===== src/rtl/mac_pkg.sv =====
// Shared constants and types for the MAC transmit path.
package mac_pkg;

   localparam logic [7:0]  PREAMBLE_BYTE = 8'h55;
   localparam logic [7:0]  SFD_BYTE      = 8'hD5;

   localparam logic [31:0] CRC32_POLY = 32'h04C11DB7;
   localparam logic [31:0] CRC32_INIT = 32'hFFFFFFFF;

   localparam int unsigned DEF_MIN_FRAME_BYTES = 60;
   localparam int unsigned DEF_IFG_BYTES       = 12;
   localparam int unsigned DEF_PREAMBLE_BYTES  = 7;

   typedef enum logic [2:0] {
      ST_IDLE,
      ST_PREAMBLE,
      ST_SFD,
      ST_DATA,
      ST_PAD,
      ST_FCS,
      ST_DROP,
      ST_IFG
   } tx_state_t;

endpackage


===== src/rtl/mac_lfsr.sv =====
// Galois-form LFSR advanced DATA_WIDTH bits per enabled cycle; used as a CRC engine.
module mac_lfsr #(
   parameter int unsigned      WIDTH      = 32,
   parameter logic [WIDTH-1:0] POLY       = 32'h04C11DB7,
   parameter logic [WIDTH-1:0] INIT       = 32'hFFFFFFFF,
   parameter bit               REVERSE    = 1'b1,
   parameter int unsigned      DATA_WIDTH = 8
) (
   input  logic                  clk,
   input  logic                  rst,
   input  logic                  init,
   input  logic                  data_valid,
   input  logic [DATA_WIDTH-1:0] data_in,
   output logic [WIDTH-1:0]      state_out
);

   function automatic logic [WIDTH-1:0] reflect(input logic [WIDTH-1:0] v);
      logic [WIDTH-1:0] r;
      r = '0;
      for (int unsigned i = 0; i < WIDTH; i++) r[i] = v[WIDTH-1-i];
      return r;
   endfunction

   localparam logic [WIDTH-1:0] POLY_REF = reflect(POLY);

   logic [WIDTH-1:0] state_next;
   logic             fb;

   // REVERSE shifts LSB-first against the reflected polynomial (Ethernet bit order).
   always_comb begin
      state_next = state_out;
      fb         = 1'b0;
      for (int unsigned i = 0; i < DATA_WIDTH; i++) begin
         if (REVERSE) begin
            fb         = state_next[0] ^ data_in[i];
            state_next = state_next >> 1;
            if (fb) state_next = state_next ^ POLY_REF;
         end else begin
            fb         = state_next[WIDTH-1] ^ data_in[DATA_WIDTH-1-i];
            state_next = state_next << 1;
            if (fb) state_next = state_next ^ POLY;
         end
      end
   end

   always_ff @(posedge clk or posedge rst) begin
      if (rst)             state_out <= INIT;
      else if (init)       state_out <= INIT;
      else if (data_valid) state_out <= state_next;
   end

endmodule


===== src/rtl/mac_tx_frame_gen.sv =====
// Transmit framer: preamble, SFD, payload, pad, FCS and inter-frame gap onto the PHY byte bus.
module mac_tx_frame_gen
   import mac_pkg::*;
#(
   parameter int unsigned MIN_FRAME_BYTES = DEF_MIN_FRAME_BYTES,
   parameter int unsigned IFG_BYTES       = DEF_IFG_BYTES,
   parameter int unsigned PREAMBLE_BYTES  = DEF_PREAMBLE_BYTES
) (
   input  logic       phy_tx_clk,
   input  logic       phy_tx_rst,
   input  logic [7:0] mac_tdata_in,
   input  logic       mac_tvalid_in,
   output logic       mac_tready_out,
   input  logic       mac_tlast_in,
   output logic [7:0] phy_txd_out,
   output logic       phy_tvalid_out,
   output logic       phy_terr_out
);

   localparam logic [15:0] PRE_LAST = 16'(PREAMBLE_BYTES - 1);
   localparam logic [15:0] IFG_LAST = 16'(IFG_BYTES - 1);
   localparam logic [16:0] MIN_CNT  = 17'(MIN_FRAME_BYTES);

   tx_state_t   state;
   logic [15:0] byte_cnt;
   logic [15:0] seq_cnt;
   logic [16:0] cnt_next;
   logic [15:0] cnt_sat;

   logic        crc_init;
   logic        crc_en;
   logic [7:0]  crc_data;
   logic [31:0] crc_state;
   logic [31:0] crc_out;
   logic [7:0]  fcs_byte;

   mac_lfsr #(
      .WIDTH     (32),
      .POLY      (CRC32_POLY),
      .INIT      (CRC32_INIT),
      .REVERSE   (1'b1),
      .DATA_WIDTH(8)
   ) u_crc (
      .clk       (phy_tx_clk),
      .rst       (phy_tx_rst),
      .init      (crc_init),
      .data_valid(crc_en),
      .data_in   (crc_data),
      .state_out (crc_state)
   );

   always_comb begin
      crc_init = (state == ST_IDLE);
      crc_en   = ((state == ST_DATA) && mac_tvalid_in) || (state == ST_PAD);
      crc_data = (state == ST_PAD) ? 8'h00 : mac_tdata_in;
      cnt_next = {1'b0, byte_cnt} + 17'd1;
      cnt_sat  = (byte_cnt == '1) ? byte_cnt : cnt_next[15:0];
   end

   // The CRC engine is not advanced in FCS, so its state acts as the latched FCS.
   always_comb begin
      crc_out  = ~crc_state;
      fcs_byte = crc_out[7:0];
      case (seq_cnt[1:0])
         2'd0:    fcs_byte = crc_out[7:0];
         2'd1:    fcs_byte = crc_out[15:8];
         2'd2:    fcs_byte = crc_out[23:16];
         default: fcs_byte = crc_out[31:24];
      endcase
   end

   always_ff @(posedge phy_tx_clk or posedge phy_tx_rst) begin
      if (phy_tx_rst) begin
         state          <= ST_IDLE;
         byte_cnt       <= '0;
         seq_cnt        <= '0;
         phy_txd_out    <= '0;
         phy_tvalid_out <= 1'b0;
         phy_terr_out   <= 1'b0;
         mac_tready_out <= 1'b0;
      end else begin
         phy_txd_out    <= '0;
         phy_tvalid_out <= 1'b0;
         phy_terr_out   <= 1'b0;
         case (state)
            ST_IDLE: begin
               byte_cnt <= '0;
               seq_cnt  <= '0;
               if (mac_tvalid_in) state <= ST_PREAMBLE;
            end
            ST_PREAMBLE: begin
               phy_txd_out    <= PREAMBLE_BYTE;
               phy_tvalid_out <= 1'b1;
               if (seq_cnt == PRE_LAST) begin
                  seq_cnt <= '0;
                  state   <= ST_SFD;
               end else begin
                  seq_cnt <= seq_cnt + 16'd1;
               end
            end
            ST_SFD: begin
               phy_txd_out    <= SFD_BYTE;
               phy_tvalid_out <= 1'b1;
               mac_tready_out <= 1'b1;
               state          <= ST_DATA;
            end
            ST_DATA: begin
               phy_tvalid_out <= 1'b1;
               if (mac_tvalid_in) begin
                  phy_txd_out <= mac_tdata_in;
                  byte_cnt    <= cnt_sat;
                  if (mac_tlast_in) begin
                     mac_tready_out <= 1'b0;
                     state          <= (cnt_next < MIN_CNT) ? ST_PAD : ST_FCS;
                  end
               end else begin
                  // Underrun: flag the frame bad and swallow the rest of it.
                  phy_terr_out <= 1'b1;
                  state        <= ST_DROP;
               end
            end
            ST_PAD: begin
               phy_tvalid_out <= 1'b1;
               byte_cnt       <= cnt_sat;
               if (cnt_next == MIN_CNT) state <= ST_FCS;
            end
            ST_FCS: begin
               phy_txd_out    <= fcs_byte;
               phy_tvalid_out <= 1'b1;
               if (seq_cnt == 16'd3) begin
                  seq_cnt <= '0;
                  state   <= ST_IFG;
               end else begin
                  seq_cnt <= seq_cnt + 16'd1;
               end
            end
            ST_DROP: begin
               if (mac_tvalid_in && mac_tlast_in) begin
                  mac_tready_out <= 1'b0;
                  state          <= ST_IFG;
               end
            end
            ST_IFG: begin
               if (seq_cnt == IFG_LAST) begin
                  seq_cnt <= '0;
                  state   <= ST_IDLE;
               end else begin
                  seq_cnt <= seq_cnt + 16'd1;
               end
            end
            default: state <= ST_IDLE;
         endcase
      end
   end

endmodule


===== config.mk =====
export PLATFORM = sky130hd
export DESIGN_NAME = mac_tx_frame_gen
export DESIGN_NICKNAME = d
export VERILOG_FILES = /design/src/rtl/mac_pkg.sv /design/src/rtl/mac_lfsr.sv /design/src/rtl/mac_tx_frame_gen.sv
export SDC_FILE = /design/constraint.sdc
export NUM_CORES = 1
export LEC_CHECK = 0
export ABC_AREA = 1
export BUFFER_PORTS_ARGS = -buffer_cell sky130_fd_sc_hd__buf_2
export CORE_MARGIN = 2
export CORE_UTILIZATION = 35
export CTS_BUF_LIST = sky130_fd_sc_hd__clkbuf_4
export CTS_CLUSTER_DIAMETER = 100
export DETAILED_ROUTE_END_ITERATION = 7
export MAX_ROUTING_LAYER = met4
export PLACE_DENSITY = 0.48
export SYNTH_ARGS = -nofsm -noshare
export SYNTH_HDL_FRONTEND = slang
export SYNTH_SLANG_ARGS = --single-unit

===== constraint.sdc =====
create_clock -name phy_tx_clk -period 2.4 [get_ports phy_tx_clk]
set_input_delay 0.24 -clock phy_tx_clk [delete_from_list [all_inputs] [get_ports phy_tx_clk]]
set_output_delay 0.24 -clock phy_tx_clk [all_outputs]
set_load 0.01 [all_outputs]

==> report_table.html <==
<table>
<tr><th>Metric</th><th>Value</th></tr>
<tr><th colspan="2">STA</th></tr>
<tr><td>Accumulated negative setup slack</td><td>0 ns</td></tr>
<tr><td>Clock Skew</td><td>0.0195 ns</td></tr>
<tr><td>Fin. Hold Viols</td><td>0</td></tr>
<tr><td>Transition time at the pin with the least slew margin</td><td>0.630 ns</td></tr>
<tr><td>Final number of max-transition violations</td><td>0</td></tr>
<tr><td>Final period utilization</td><td>0.926</td></tr>
<tr><td>Unrepaired setup endpoints after global routing</td><td>no</td></tr>
<tr><td>Min cycle time layout</td><td>2.22 ns</td></tr>
<tr><td>Max transition margin</td><td>0.580</td></tr>
<tr><td>Post-route worst setup slack</td><td>0.177 ns</td></tr>
<tr><td>Peak clock frequency supported by timing</td><td>450 MHz</td></tr>
<tr><td>Final setup viols</td><td>0</td></tr>
<tr><th colspan="2">Yosys</th></tr>
<tr><td>Main combinational cell family by area after synthesis</td><td>simple AND/OR/NAND/NOR gates</td></tr>
<tr><td>Number of storage elements in the synthesis netlist</td><td>78</td></tr>
<tr><td>Gate count after technology mapping</td><td>719</td></tr>
<tr><td>Multiplexer share of the synthesized area</td><td>0</td></tr>
<tr><td>Post-synthesis instance area</td><td>5280 um2</td></tr>
<tr><td>Sequential cell area fraction in the yosys report</td><td>0.377</td></tr>
<tr><td>Compound-Gate Fraction of Synth Area</td><td>0.135</td></tr>
<tr><td>Synth warnings</td><td>0</td></tr>
<tr><td>Synthesized area divided by synthesized cell count</td><td>7.35 um2</td></tr>
<tr><td>Number of nets in the synthesized netlist</td><td>736</td></tr>
<tr><td>Post-synthesis adder-cell area fraction</td><td>0.0118</td></tr>
<tr><td>Synthesized-area fraction occupied by and/or/nand/nor cells</td><td>0.308</td></tr>
<tr><td>Synth Area in XOR/XNOR</td><td>0.0803</td></tr>
<tr><td>Number of distinct standard cells referenced by the synthesized netlist</td><td>47</td></tr>
<tr><th colspan="2">Clock tree</th></tr>
<tr><td>Root buffer cell</td><td>sky130_fd_sc_hd__clkbuf_4</td></tr>
<tr><td>Number of buffers inserted by post-CTS setup repair</td><td>0</td></tr>
<tr><td>Number of H-tree levels</td><td>3</td></tr>
<tr><td>CTS clk-pin slew, worst paths</td><td>0.14 ns</td></tr>
<tr><td>Number of sinks driven by the clock tree</td><td>78</td></tr>
<tr><td>Total CTS buffers</td><td>9</td></tr>
<tr><td>Maximum root-to-sink buffer count</td><td>2</td></tr>
<tr><td>Clock latency at the later pin of the worst-skew pair</td><td>0.48 ns</td></tr>
<tr><td>CTS tree</td><td>done</td></tr>
<tr><th colspan="2">Cells and area</th></tr>
<tr><td>Area overhead of the layout relative to synthesis</td><td>10.7%</td></tr>
<tr><td>Highest-count cells in the layout ignoring fill and taps</td><td>sky130_fd_sc_hd__nand2_1 (188), sky130_fd_sc_hd__inv_1 (93), sky130_fd_sc_hd__nand3_1 (58), sky130_fd_sc_hd__nor2_1 (57)</td></tr>
<tr><td>Fraction of layout instances using a drive strength above 1</td><td>0.177</td></tr>
<tr><td>Final Net Count</td><td>767</td></tr>
<tr><td>Final instance area</td><td>5850 um2</td></tr>
<tr><td>Post-route insts no fill</td><td>940</td></tr>
<tr><td>Most frequent standard cell in the layout excluding fill and tap cells</td><td>sky130_fd_sc_hd__nand2_1</td></tr>
<tr><th colspan="2">Route</th></tr>
<tr><td>Wire length on met3</td><td>725 um</td></tr>
<tr><td>Top layer reached by signal wires</td><td>met4</td></tr>
<tr><td>Number of iterations in the first detailed-routing pass</td><td>5</td></tr>
<tr><td>Total number of vias</td><td>4766</td></tr>
<tr><td>Detail-routed via count per cell</td><td>5.07</td></tr>
<tr><td>Sum of routed wire segments on met1</td><td>7.58 mm</td></tr>
<tr><td>Detailed-route wire length</td><td>15.3 mm</td></tr>
<tr><td>Number of DRC violations after detailed routing</td><td>0</td></tr>
<tr><td>DR iter-0 viols</td><td>293</td></tr>
<tr><td>Remaining number of nets flagged by the antenna check after routing</td><td>0</td></tr>
<tr><td>Post-DR wirelength/cell</td><td>16.3 um</td></tr>
<tr><td>Met2 WL post-DR</td><td>6.75 mm</td></tr>
<tr><th colspan="2">Global routing</th></tr>
<tr><td>Wire length of the first global-routing pass</td><td>24.7 mm</td></tr>
<tr><td>Maximum number of pins on one net before global-route repair</td><td>47</td></tr>
<tr><td>Number of antenna violations at the first check in global routing</td><td>0</td></tr>
<tr><td>Vias in the first global route</td><td>4618</td></tr>
<tr><td>Congestion Overflow GR</td><td>0</td></tr>
<tr><td>Global-route usage over all layers</td><td>0.204</td></tr>
<tr><th colspan="2">Placed design</th></tr>
<tr><td>Number of cells after detailed placement</td><td>921</td></tr>
<tr><td>HPWL after DPL</td><td>11.5 mm</td></tr>
<tr><td>IO buf count</td><td>22</td></tr>
<tr><td>Placed Area</td><td>5620 um2</td></tr>
<tr><td>Dpl ws</td><td>0.184 ns</td></tr>
<tr><td>Placer Congestion</td><td>0.895</td></tr>
<tr><th colspan="2">Worst hold path</th></tr>
<tr><td>Hold Path Stages</td><td>3</td></tr>
<tr><td>Hold_sp</td><td>mac_tdata_in[3]</td></tr>
<tr><td>Hold Path Class</td><td>primary input to flop</td></tr>
<tr><th colspan="2">Floorplanning</th></tr>
<tr><td>Row cnt</td><td>44</td></tr>
<tr><td>Core region area</td><td>14600 um2</td></tr>
<tr><td>Number of placed I/O pins</td><td>23</td></tr>
<tr><td>Starting utilization of the core area</td><td>0.361</td></tr>
<tr><td>Area of the die</td><td>16100 um2</td></tr>
<tr><td>Width of the die</td><td>127 um</td></tr>
<tr><td>Vertical die dimension</td><td>127 um</td></tr>
<tr><th colspan="2">Power</th></tr>
<tr><td>Internal cell power</td><td>0.00372 W</td></tr>
<tr><td>Sequential fraction of design power</td><td>0.294</td></tr>
<tr><td>Maximum vdd drop</td><td>0.484 mV</td></tr>
<tr><td>Share of total power in the clock network</td><td>0.145</td></tr>
<tr><td>Static leakage power</td><td>2.78 nW</td></tr>
<tr><td>Net switching power figure</td><td>0.00370 W</td></tr>
<tr><td>Final Power</td><td>0.00743 W</td></tr>
<tr><td>Combinational fraction of design power</td><td>0.561</td></tr>
<tr><td>Total power per unit cell area</td><td>1270 nW/um2</td></tr>
<tr><td>Sw frac</td><td>0.499</td></tr>
<tr><th colspan="2">Setup path</th></tr>
<tr><td>Start of the worst register-to-register path</td><td>state[1]</td></tr>
<tr><td>Critical path start-end classification</td><td>flop to flop</td></tr>
<tr><td>Startpoint Class</td><td>flop</td></tr>
<tr><td>Required time at the endpoint of the critical path</td><td>2.78 ns</td></tr>
<tr><td>Logic depth of the worst setup path including buffers</td><td>10</td></tr>
<tr><td>Worst Path Arrival</td><td>2.60 ns</td></tr>
<tr><td>Crit path capture type</td><td>flop</td></tr>
<tr><td>Cell repeated most along the worst path</td><td>sky130_fd_sc_hd__inv_2</td></tr>
<tr><td>Cell breakdown of the critical path</td><td>inv_2, nor2_4, nand2_2, nor2_1, inv_1, nand2_1, inv_2, a21oi_4, inv_2, o31ai_1</td></tr>
<tr><td>Total buffers and inverters traversed by the critical path</td><td>4</td></tr>
<tr><td>Depth of the worst register-to-register path</td><td>10</td></tr>
<tr><td>Critical path launch point</td><td>state[1]</td></tr>
<tr><td>Slowest stage cell on the critical path</td><td>sky130_fd_sc_hd__dfrtp_1</td></tr>
<tr><td>Kind of cell adding the most delay to the critical path</td><td>compound AO/OA/AOI/OAI gates</td></tr>
<tr><td>Maximum fanout encountered on the critical timing path</td><td>15</td></tr>
<tr><td>Largest stage delay, worst path</td><td>0.50 ns</td></tr>
<tr><td>Setup slack on the worst flop-to-flop path</td><td>0.18 ns</td></tr>
<tr><th colspan="2">Outcome</th></tr>
<tr><td>Result of the run</td><td>finished clean</td></tr>
<tr><th colspan="2">Flow run</th></tr>
<tr><td>Number of maximum-capacitance constraint violations</td><td>0</td></tr>
</table>
==> cell type report <==
| cell class | count | area [um2] |
|---|---|---|
| diodes | 1 | 2.50 |
| clock buffers | 11 | 82.6 |
| clock inverters | 5 | 108 |
| fillers | 1537 | 8800 |
| inverters | 99 | 373 |
| multi-input cells | 527 | 2830 |
| flip-flops and latches | 78 | 1990 |
| well taps | 184 | 230 |
| repair buffers | 35 | 225 |
==> synth_stat cells (all sizes together) <==
cell type	n	area, um2
xor2	37	354
nor4	3	18.8
a21oi	13	80.1
nand2	216	906
nor2	62	260
xnor2	8	70.1
a22oi	1	7.51
o31ai	7	52.6
nand3b	2	18.8
a211oi	2	15.0
nand4	8	50.1
a32o	1	10.0
o21a	2	15.0
inv	99	372
dfrtp	46	1150
nand3	62	330
o21bai	2	15.0
buf	13	86.3
or2	1	6.26
nor3b	1	7.51
clkbuf	2	7.51
and2	3	18.8
o211ai	5	37.5
o41ai	1	8.76
o21ai	50	250
dfstp	32	841
o221ai	4	35.0
ha	5	62.6
o22ai	26	163
a22o	1	8.76
a31oi	2	12.5
nor3	2	10.0
==> worst paths after layout <==
path,to
max,byte_cnt[3]
min,phy_txd_out[3]
max reg2reg,byte_cnt[3]
min reg2reg,u_crc.state_out[5]
max in group asynchronous,u_crc.state_out[21]
min in group asynchronous,seq_cnt[9]
==> per-stage QoR <==
step                hold slack (ns)  utilization
floorplan                     0.318            -
global placement              0.325        0.384
detailed placement            0.343        0.384
CTS                          0.0114        0.398
global route                 0.0297        0.399
finish                       0.0330        0.399
==> routing by layer <==
layer | up-vias | track usage
li1 | 2385 | -
met5 | - | -
met2 | 105 | 0.302
met1 | 2255 | 0.286
met4 | 0 | 0.0524
met3 | 21 | 0.0396
==> kinds of logic after synthesis <==
kind of cell	after synthesis
xor gates and xnor gates	45
and+or+nand+nor	360
adders and majority gates	5
buffers and inverters	114
AOI/OAI and AO/OA	117
DFF	78
==> power by group through the flow <==
stage | clock network, W | logic (W) | registers (W)
4_1_cts | 0.00112 | 0.00415 | 0.00217
6_report | 0.00108 | 0.00416 | 0.00219
2_1_floorplan | 0 | 0.00309 | 0.00206
5_1_grt | 0.00117 | 0.00466 | 0.00223
3_5_place_dp | 0 | 0.00413 | 0.00218
3_3_place_gp | 0 | 0.00412 | 0.00219
==> registers in the layout (all words and copies together) (netlist names) <==
| name | flops |
|---|---|
| u_crc.state_out | 32 |
| byte_cnt | 16 |
| seq_cnt | 16 |
| phy_txd_out | 8 |
| state | 3 |
| mac_tready_out | 1 |
| phy_terr_out | 1 |
| phy_tvalid_out | 1 |
==> timing repair <==
action | 4_1_cts | 5_1_grt
hold endpoints to repair | 19 | 0
hold buffers | 2 | 0
setup endpoints to repair | 0 | 3
gates resized for setup | 0 | 3
==> tightest hold or removal path: stages <==
cell,delay [ns]
sky130_fd_sc_hd__buf_2,0.11
sky130_fd_sc_hd__nand2_1,0.05
sky130_fd_sc_hd__o21ai_0,0.06
No activity file was read; power rests on OpenSTA's default activity.
